--- src/rtl/key_debounce_pkg.sv ---
// Shared constants for the push-button / slide-switch input conditioner.
// Board key indices tell the display counter which channel carries which control.
package key_debounce_pkg;

    localparam int N_KEYS_DEFAULT          = 4;
    localparam int DEBOUNCE_CYCLES_DEFAULT = 240000;  // 20 ms at 12 MHz
    localparam int CNT_W_DEFAULT           = 18;

    localparam int KEY_HOLD  = 0;
    localparam int KEY_SET0  = 1;
    localparam int KEY_SET1  = 2;
    localparam int KEY_SPARE = 3;

endpackage

--- src/rtl/key_debounce_cell.sv ---
// One key channel: two-FF synchroniser, stable-time counter, debounced level,
// press/release pulses and press-toggled flag.
module debounce_cell
    import key_debounce_pkg::*;
#(
    parameter int DEBOUNCE_CYCLES = DEBOUNCE_CYCLES_DEFAULT,
    parameter int CNT_W           = CNT_W_DEFAULT
) (
    input  logic clk,
    input  logic rst,
    input  logic key_n,
    output logic key_down,
    output logic key_press,
    output logic key_release,
    output logic key_toggle
);

    localparam logic [CNT_W-1:0] CNT_LAST = CNT_W'(DEBOUNCE_CYCLES - 1);

    logic             s1;
    logic             s2;
    logic             db;
    logic [CNT_W-1:0] cnt;

    always_ff @(posedge clk) begin
        if (rst) begin
            s1          <= 1'b1;
            s2          <= 1'b1;
            db          <= 1'b1;
            cnt         <= '0;
            key_down    <= 1'b0;
            key_press   <= 1'b0;
            key_release <= 1'b0;
            key_toggle  <= 1'b0;
        end else begin
            s1          <= key_n;
            s2          <= s1;
            key_press   <= 1'b0;
            key_release <= 1'b0;
            // Any return to the accepted level restarts the window.
            if (s2 == db) begin
                cnt <= '0;
            end else if (cnt != CNT_LAST) begin
                cnt <= cnt + 1'b1;
            end else begin
                cnt         <= '0;
                db          <= s2;
                key_down    <= ~s2;
                key_press   <= ~s2;
                key_release <= s2;
                if (!s2) begin
                    key_toggle <= ~key_toggle;
                end
            end
        end
    end

endmodule

--- src/rtl/key_debounce.sv ---
// Input conditioner for the board keys: N_KEYS independent debounce channels
// feeding clean levels and edge pulses to the display counter.
module key_debounce
    import key_debounce_pkg::*;
#(
    parameter int N_KEYS          = N_KEYS_DEFAULT,
    parameter int DEBOUNCE_CYCLES = DEBOUNCE_CYCLES_DEFAULT,
    parameter int CNT_W           = CNT_W_DEFAULT
) (
    input  logic              clk,
    input  logic              rst,
    input  logic [N_KEYS-1:0] key_n,
    output logic [N_KEYS-1:0] key_down,
    output logic [N_KEYS-1:0] key_press,
    output logic [N_KEYS-1:0] key_release,
    output logic [N_KEYS-1:0] key_toggle
);

    for (genvar i = 0; i < N_KEYS; i++) begin : g_key
        debounce_cell #(
            .DEBOUNCE_CYCLES (DEBOUNCE_CYCLES),
            .CNT_W           (CNT_W)
        ) u_cell (
            .clk         (clk),
            .rst         (rst),
            .key_n       (key_n[i]),
            .key_down    (key_down[i]),
            .key_press   (key_press[i]),
            .key_release (key_release[i]),
            .key_toggle  (key_toggle[i])
        );
    end

endmodule

--- config.mk ---
export PLATFORM = sky130hd
export DESIGN_NAME = key_debounce
export DESIGN_NICKNAME = d
export VERILOG_FILES = /design/src/rtl/key_debounce_pkg.sv /design/src/rtl/key_debounce_cell.sv /design/src/rtl/key_debounce.sv
export SDC_FILE = /design/constraint.sdc
export NUM_CORES = 1
export LEC_CHECK = 0
export CELL_PAD_IN_SITES_DETAIL_PLACEMENT = 1
export CELL_PAD_IN_SITES_GLOBAL_PLACEMENT = 1
export CORE_ASPECT_RATIO = 1.25
export CORE_MARGIN = 4
export CORE_UTILIZATION = 41
export CTS_CLUSTER_DIAMETER = 30
export DETAILED_ROUTE_END_ITERATION = 16
export GPL_TIMING_DRIVEN = 1
export PLACE_DENSITY_LB_ADDON = 0.1
export SLEW_MARGIN = 20
export SYNTH_ARGS = -nofsm -noshare
export SYNTH_HDL_FRONTEND = slang
export SYNTH_SLANG_ARGS = --single-unit
--- constraint.sdc ---
create_clock -name clk -period 2 [get_ports clk]
set_input_delay 0.3 -clock clk [delete_from_list [all_inputs] [get_ports clk]]
set_output_delay 0.3 -clock clk [all_outputs]
set_load 0.1 [all_outputs]
==> results of run 1 <==
[power by group through the flow]
stage / clock [uW] / combinational (uW) / sequential, uW
floorplan: 0 / 34.1 / 2050
global placement: 0 / 65.8 / 2050
detailed placement: 0 / 67.8 / 2050
CTS: 1810 / 68.4 / 2010
global route: 1900 / 76.5 / 2010
finish: 1760 / 66.6 / 2010
[metrics by stage]
stage / total power, uW / setup slack, ns / hold WS [ns] / util (%) / cell area, sq um
final: 3830 / 0.0666 / 0.413 / 49.5 / 5050
after global routing: 3980 / 0.00722 / 0.429 / 49.5 / 5050
after global placement: 2120 / 0.130 / 0.392 / 46.4 / 4740
after CTS: 3890 / 0.0522 / 0.415 / 49.4 / 5040
after floorplan: 2080 / 0.0371 / 0.389 / - / 4360
after detailed placement: 2120 / 0.0700 / 0.398 / 46.4 / 4740
[layout by cell type, fill, tap and decap left out, types with 2 or more instances in the layout]
cell             count
a221o_1              2
nand3_1             22
and4_1               3
buf_12               3
dfxtp_1             97
nand4_1             20
o31ai_1              5
or3_1               11
and3_1               7
nand3_4              2
ha_1                 7
nor3_1              18
or2_2                8
o21ai_0              5
o21ai_2              2
o21a_1               2
a31o_2               2
buf_4               38
xnor2_1             43
inv_1               29
xor2_1              12
clkdlybuf4s50_1      5
nor4_1              19
nand2_1             18
a221oi_1             2
mux2i_1              2
clkbuf_16            9
dfxtp_2              3
a21oi_1             11
nor4bb_1             2
nor2_1              77
clkinv_2             3
or4_1                6
o21ai_1              2
nand4b_1             3
[logic make-up (layout without fill, tap and decap cells)]
family	count (synthesis)	count (layout)	synth area share [%]
xor+xnor	55	55	11.1
buf+inv	56	91	6.37
compound gates	36	36	5.64
fa+ha+maj	8	8	2.31
flops	100	100	46.3
mux	3	3	0.723
simple gates	226	226	27.5
[per-layer routing]
layer  up-vias  part of all wire (%)  track usage [%]
met5         -                     0                0
li1       1728                     -                -
met3        11                   3.0             4.38
met2        34                    50             30.1
met4         0                   1.5             5.38
met1      1623                    45             20.8
[sequential cells by signal, indices dropped and copies added, names as in the netlist]
signal / flops
g_key.u_cell.cnt: 72
g_key.u_cell.db: 4
g_key.u_cell.key_down: 4
g_key.u_cell.key_press: 4
g_key.u_cell.key_release: 4
g_key.u_cell.key_toggle: 4
g_key.u_cell.s1: 4
g_key.u_cell.s2: 4
[worst paths after layout]
path	slack, ns	to	start
setup / recovery	0.07	g_key[2].u_cell.db$_SDFFE_PP1P_	g_key[2].u_cell.cnt[6]$_SDFF_PP0_
hold / removal	0.41	g_key[1].u_cell.s2$_SDFF_PP1_	g_key[1].u_cell.s1$_SDFF_PP1_
setup reg to reg	0.07	g_key[2].u_cell.db$_SDFFE_PP1P_	g_key[2].u_cell.cnt[6]$_SDFF_PP0_
hold reg to reg	0.41	g_key[1].u_cell.s2$_SDFF_PP1_	g_key[1].u_cell.s1$_SDFF_PP1_
[area by class of cell]
class                   instances  area, sq um
inverters                      29          109
well taps                     129          161
multi-input cells             328         2080
fillers                      1202         5150
flip-flops and latches        100         2010
clock inverters                 6         62.6
repair buffers                 46          395
clock buffers                  10          239
[worst max-delay path, cell delays in order, from the launching register on]
cell and delay (ns):
dfxtp_1 0.42, nand3_4 0.14, or4_4 0.60, or3_1 0.35
a221o_1 0.30
==> results.cfg, run 1 <==
[status]
status = finished clean

[die]
fp-row-count = 41
start_util_pct = 42.4
ioPinCount = 22
core_sq_mm = 0.0102
die-area_sq_mm = 0.0123
die_w_um = 99.9
die_height_um = 123

[placed_design]
place.port_buffers = 21
place.gp.congestion = 0.783
dpl.hpwl_um = 6890
placedCellCount = 632

[logic_synthesis]
synth_area_sq_mm = 0.00432
synth_top_cell_by_area = dfxtp_1
synth_common_cells = 100 x dfxtp_1, 77 x nor2_1, 43 x xnor2_1
synth-edff-count = 0
synth_top_area_share_pct = 46.3
synth_flop_cell = dfxtp_1
ys_ff_latch = 100
syn_inst = 484
async_flop_share_pct = 0
ys_warn_count = 0
syn_avg_cell_area_sq_um = 8.93
synth_seq_area_share_pct = 46.3
ys_types = 44
synth_area_leaders = dfxtp_1 46%, xnor2_1 8.7%, nor2_1 6.7%
syn-num-nets = 498
yosysMostFrequentCell = dfxtp_1

[power_and_ir_drop]
leakage_uw = 0.00161
p_per_area_mw_per_mm2 = 758
peakVddDrop_mv = 0.440
seqPwrFrac_pct = 52.4
internal-power_uw = 3030
comb_power_share_pct = 1.7
clkPwrFrac_pct = 45.9
switching_share_pct = 20.7
switchingPower_uw = 795

[timing]
report.final.slew_viol_count = 0
fin_tns_setup_ns = 0
period_share_pct = 96.7
clock.fmax_mhz = 517
finalHoldViolCount = 0
fin_skew_ns = 0.00776
setup_viol = 0
relSlewSlack_pct = 71.8
min_period_ns = 1.93
rsz0062_at_grt = false
worstMarginPinSlew_ns = 0.420

[clocking]
cts_resized = 0
htreeDepth = 3
cts_buffer_depth = 2
cts_root_buf = clkbuf_16
cts_sinks = 100
clk_latency_ns = 0.35
cts_setup_buffers = 0
hold_buffers = 0
path_clk_slew_ns = 0.06
cts_tree = built
cts_buffers = 9

[run]
cap_violations = 0

[worst_hold_path]
holdPathStages = 1
min_path_type = flop to flop

[global_route]
track_usage_pct = 17.3
grt_max_degree = 26
grt_pass1_wl_um = 17200
grt-ovfl-total = 0
antenna_found_initial = 0
grt_pass1_vias = 3641

[routing]
vias = 3396
wire_per_inst_um = 14.6
viasPerCell = 5.24
drt_iter0_drc = 78
drc = 0
firstDrtPassIters = 4
wirelength_um = 9480
ant_nets = 0

[setup_path]
r2r_cells = 4
critPathCaptureType = flop
required_ns = 2.23
criticalPathCategory = flop to flop
worstPathArrival_ns = 2.16
crit_fanout = 8
start_kind = flop

[layout]
syn_to_final_growth_pct = 16.9
instances_no_fill = 648
nNetsFinal = 528
antenna_cells = 0
drive_gt1_share_pct = 15.4
Power figures use the tool's default switching activity.
==> inputs of run 2 (changes only) <==
- MAX_ROUTING_LAYER: default -> met4
- RECOVER_POWER: default -> 25
- REMOVE_ABC_BUFFERS: default -> 1
==> run 2 against run 1 <==
Clock-buffer cell count down 1. Hold slack got worse by 0.0013 ns. Sequential power hardly changed. Clock skew fell by 0.0010 ns. Maximum frequency up 1.1%. Setup slack better by 0.021 ns. Via count grew 1.7%. Flip-flop and latch count unchanged. Critical endpoint unchanged.
==> results.cfg, run 2 (same netlist as run 1, synthesis figures left out) <==
[routing]
drt_iter0_drc = 65
drc = 0
wirelength_um = 9270
viasPerCell = 5.33
firstDrtPassIters = 4
wire_per_inst_um = 14.3
ant_nets = 0
vias = 3455

[placed_design]
placedCellCount = 632
place.port_buffers = 21
place.gp.congestion = 0.771
place_area_sq_mm = 0.00470
dp_slack_ns = 0.0237
dpl.hpwl_um = 6600

[layout]
syn_to_final_growth_pct = 14.9
largest_register_ffs = 72
final_util_pct = 48.7
antenna_cells = 0
seq_area_sq_mm = 0.00200
layout.cells.most_common = dfxtp_1
drive_gt1_share_pct = 14.5
regMostFlops = g_key.u_cell.cnt
multiInputGateArea_sq_mm = 0.00206
nNetsFinal = 528
fill_cells = 1199
final_area_sq_mm = 0.00497
layout_common_cells = 99 x dfxtp_1, 77 x nor2_1, 43 x xnor2_1
instances_no_fill = 648

[setup_path]
criticalPathCategory = flop to flop
required_ns = 2.24
start_kind = flop
crit_fanout = 4
critPathCaptureType = flop
r2r_cells = 5
worstPathArrival_ns = 2.15

[die]
core_sq_mm = 0.0102
start_util_pct = 42.4
die-area_sq_mm = 0.0123
ioPinCount = 22
fp-row-count = 41
die_height_um = 123
die_w_um = 99.9

[clocking]
cts_sinks = 100
cts_buffers = 9
htreeDepth = 3
cts_root_buf = clkbuf_16
cts_buffer_depth = 2
cts_setup_buffers = 0
path_clk_slew_ns = 0.07
cts_tree = built
clk_latency_ns = 0.35

[global_route]
grt_pass1_wl_um = 16200
grt_pass1_vias = 3545
grt-ovfl-total = 0
grt_max_degree = 20
track_usage_pct = 17.0
antenna_found_initial = 0

[power_and_ir_drop]
peakVddDrop_mv = 0.338
seqPwrFrac_pct = 52.1
switching_share_pct = 21.9
p_per_area_mw_per_mm2 = 775
internal-power_uw = 3000
comb_power_share_pct = 1.6
clkPwrFrac_pct = 46.3
leakage_uw = 0.00157
switchingPower_uw = 845

[worst_hold_path]
min_path_type = flop to flop
holdPathStages = 1

[timing]
worstMarginPinSlew_ns = 0.816
worst_slack_ns = 0.0879
fin_skew_ns = 0.00675
fin_tns_setup_ns = 0
finalHoldViolCount = 0
report.final.slew_viol_count = 0
rsz0062_at_grt = false
min_period_ns = 1.91
setup_viol = 0
relSlewSlack_pct = 45.6
period_share_pct = 95.6
clock.fmax_mhz = 523

[run]
cap_violations = 0

[status]
status = finished clean
-- run 2: metrics by stage --
| step | hold slack [ns] | total power, uW |
|---|---|---|
| global placement | 0.393 | 2120 |
| CTS | 0.409 | 3910 |
| global route | 0.436 | 3980 |
| detailed placement | 0.397 | 2120 |
| floorplan | 0.369 | 2080 |
| finish | 0.411 | 3850 |
-- run 2: per-layer routing --
layer  global-route usage [%]  routed length [um]  up-vias  share of wire, %
li1                         -                   -     1731                 -
met1                     19.2                4170     1675                45
met2                     28.4                4590       37                49
met3                     4.43                 316       12               3.4
met4                     7.00                 191        0               2.1
met5                        -                   0        -                 0
-- run 2: cell type report --
class                           instances  share of cell area [%]
Clock inverter                          7                    1.51
Clock buffer                            9                    4.53
Multi-Input combinational cell        328                    41.4
Inverter                               29                    2.19
Tap cell                              129                    3.25
Sequential cell                       100                    40.3
Timing Repair Buffer                   46                    6.75
-- run 2: power by group through the flow --
stage | Sequential [uW] | Clock, uW | Combinational (uW)
2_1_floorplan | 2050 | 0 | 28.3
4_1_cts | 2000 | 1830 | 67.3
3_3_place_gp | 2050 | 0 | 64.3
6_report | 2010 | 1780 | 63.3
5_1_grt | 2010 | 1900 | 72.2
3_5_place_dp | 2050 | 0 | 66.6
-- run 2: critical path, cell delays in order, from the launching register on --
cell and delay (ns):
dfxtp_1 0.34, ha_2 0.21, nand3_2 0.08, or4_4 0.54, or3_4 0.34, a221o_1 0.29
-- run 2: timing repair --
action	CTS	global route
gates resized for setup	0	4
hold buffers	0	0
endpoints found under the setup margin	0	19
-- run 2: final timing paths --
| kind | startpoint | endpoint | slack (ns) |
|---|---|---|---|
| max | g_key[2].u_cell.cnt[0]$_SDFF_PP0_ | g_key[2].u_cell.db$_SDFFE_PP1P_ | 0.09 |
| min | g_key[3].u_cell.s1$_SDFF_PP1_ | g_key[3].u_cell.s2$_SDFF_PP1_ | 0.41 |
| max reg2reg | g_key[2].u_cell.cnt[0]$_SDFF_PP0_ | g_key[2].u_cell.db$_SDFFE_PP1P_ | 0.09 |
| min reg2reg | g_key[3].u_cell.s1$_SDFF_PP1_ | g_key[3].u_cell.s2$_SDFF_PP1_ | 0.41 |
==> inputs of run 3 (changes only) <==
- CORE_MARGIN: 4 -> 5
- CORE_UTILIZATION: 41 -> 49
- clock period: 2 -> 2.4 ns (I/O delays scaled with it)
==> run 3 against run 2 <==
Hold slack better by 0.0063 ns. Maximum frequency shrank 9.4%. Via count down 1.7%. First-iteration DRC count increased by 20%. Setup slack improved by 0.20 ns. Sequential power decreased by 17%. Final area is 5.3% lower. Power shrank 24%. Global-route usage increased by 1.6 points. Non-clock buffer count down 16. Clock skew rose by 0.0012 ns. Sequential share of layout area is 2.2 points higher.
==> results.cfg, run 3 (same netlist as run 1, synthesis figures left out) <==
[setup_path]
critPathCaptureType = flop
crit_fanout = 6
path_cells = ha_1, nand3_2, or4_1, or3_1, a221o_1
cpMaxStageDelayCell = or4_1
criticalPathCategory = flop to flop
max_stage_delay_ns = 0.62
reg2reg_from = g_key[2].u_cell.cnt[0]$_SDFF_PP0_
start_kind = flop
worstPathArrival_ns = 2.37
crit_path_start = g_key[2].u_cell.cnt[0]$_SDFF_PP0_
worst-r2r-setup-slack_ns = 0.29
r2r_cells = 5
r2r_end = g_key[2].u_cell.db$_SDFFE_PP1P_
required_ns = 2.66

[routing]
drt_iter0_drc = 78
vias = 3397
viasPerCell = 5.46
wire_per_inst_um = 14.4
wirelength_um = 8930
firstDrtPassIters = 4
ant_nets = 0
drc = 0

[layout]
nNetsFinal = 512
syn_to_final_growth_pct = 8.83
drive_gt1_share_pct = 7.77
layout.cells.most_common = dfxtp_1
seq_area_sq_mm = 0.00200
largest_register_ffs = 72
multiInputGateArea_sq_mm = 0.00205
antenna_cells = 0
fill_cells = 1041
regMostFlops = g_key.u_cell.cnt
final_util_pct = 54.4
layout_common_cells = 100 x dfxtp_1, 77 x nor2_1, 43 x xnor2_1
final_area_sq_mm = 0.00471

[placed_design]
place.gp.congestion = 0.807
dpl.hpwl_um = 6470
place_area_sq_mm = 0.00455
place.port_buffers = 21

[die]
core_sq_mm = 0.00865
die_w_um = 94.0
ioPinCount = 22
start_util_pct = 50.0
die_height_um = 115
fp-row-count = 38
die-area_sq_mm = 0.0108

[clocking]
htreeDepth = 3
path_clk_slew_ns = 0.09
cts_resized = 0
cts_sinks = 100
cts_root_buf = clkbuf_8
clk_latency_ns = 0.36
cts_tree = built
cts_buffers = 9
hold_buffers = 0
cts_buffer_depth = 2
cts_setup_buffers = 0

[timing]
rsz0062_at_grt = false
report.final.slew_viol_count = 0
min_period_ns = 2.11
fin_tns_setup_ns = 0
period_share_pct = 88.0
clock.fmax_mhz = 474
setup_viol = 0
fin_hold_ws_ns = 0.418
relSlewSlack_pct = 20.0
fin_skew_ns = 0.00797
worstMarginPinSlew_ns = 1.20
finalHoldViolCount = 0

[worst_hold_path]
min_path_type = flop to flop
hp-start = g_key[1].u_cell.s1$_SDFF_PP1_
hold-path-endpoint = g_key[1].u_cell.s2$_SDFF_PP1_
holdPathStages = 1

[global_route]
grt_pass1_wl_um = 15800
grt_max_degree = 19
grt_pass1_vias = 3495
antenna_found_initial = 0
track_usage_pct = 18.6
grt-ovfl-total = 0

[power_and_ir_drop]
leakage_uw = 0.00140
finalPower_uw = 2910
p_per_area_mw_per_mm2 = 619
peakVddDrop_mv = 0.319

[status]
status = finished clean

[run]
cap_violations = 0
run 3: power by group:
part | switching (uW) | internal (uW)
Clock | 556 | 637
Combinational | 28.6 | 20.7
Sequential | 5.23 | 1670
Total | 590 | 2320
run 3: metrics by stage:
step | setup slack [ns] | instances
after floorplan | 0.365 | 457
after global placement | 0.366 | 607
after detailed placement | 0.279 | 607
after CTS | 0.268 | 622
after global routing | 0.172 | 622
final | 0.289 | 622
run 3: critical path, delay by kind of cell, from the launching register on:
kind / cells / cell delay, ns
AOI/OAI and AO/OA: 1 / 0.31
adders and majority gates: 1 / 0.21
DFF: 1 / 0.39
and+or+nand+nor: 3 / 1.09
run 3: how the worst max path moves through the flow:
stage,slack [ns],endpoint
CTS,0.27,g_key[2].u_cell.db$_SDFFE_PP1P_
detailed placement,0.28,g_key[2].u_cell.db$_SDFFE_PP1P_
finish,0.29,g_key[2].u_cell.db$_SDFFE_PP1P_
floorplan,0.36,g_key[2].u_cell.db$_SDFFE_PP1P_
global route,0.17,g_key[2].u_cell.db$_SDFFE_PP1P_
global placement,0.37,g_key[2].u_cell.db$_SDFFE_PP1P_
run 3: cell type report:
cell class	count	share of cell area (%)
multi-input combinational	328	43.5
inverter	29	2.31
timing repair buffer	30	3.70
sequential	100	42.5
clock buffer	11	3.22
clock inverter	4	1.54
tap	120	3.19
run 3: routing by layer:
metal | vias to the layer above | wire length, um | track usage, % | share of wire [%]
met4 | 0 | 147 | 7.13 | 1.6
met1 | 1660 | 3910 | 20.6 | 44
li1 | 1685 | - | - | -
met2 | 37 | 4610 | 32.6 | 52
met3 | 15 | 268 | 3.73 | 3.0
met5 | - | 0 | - | 0
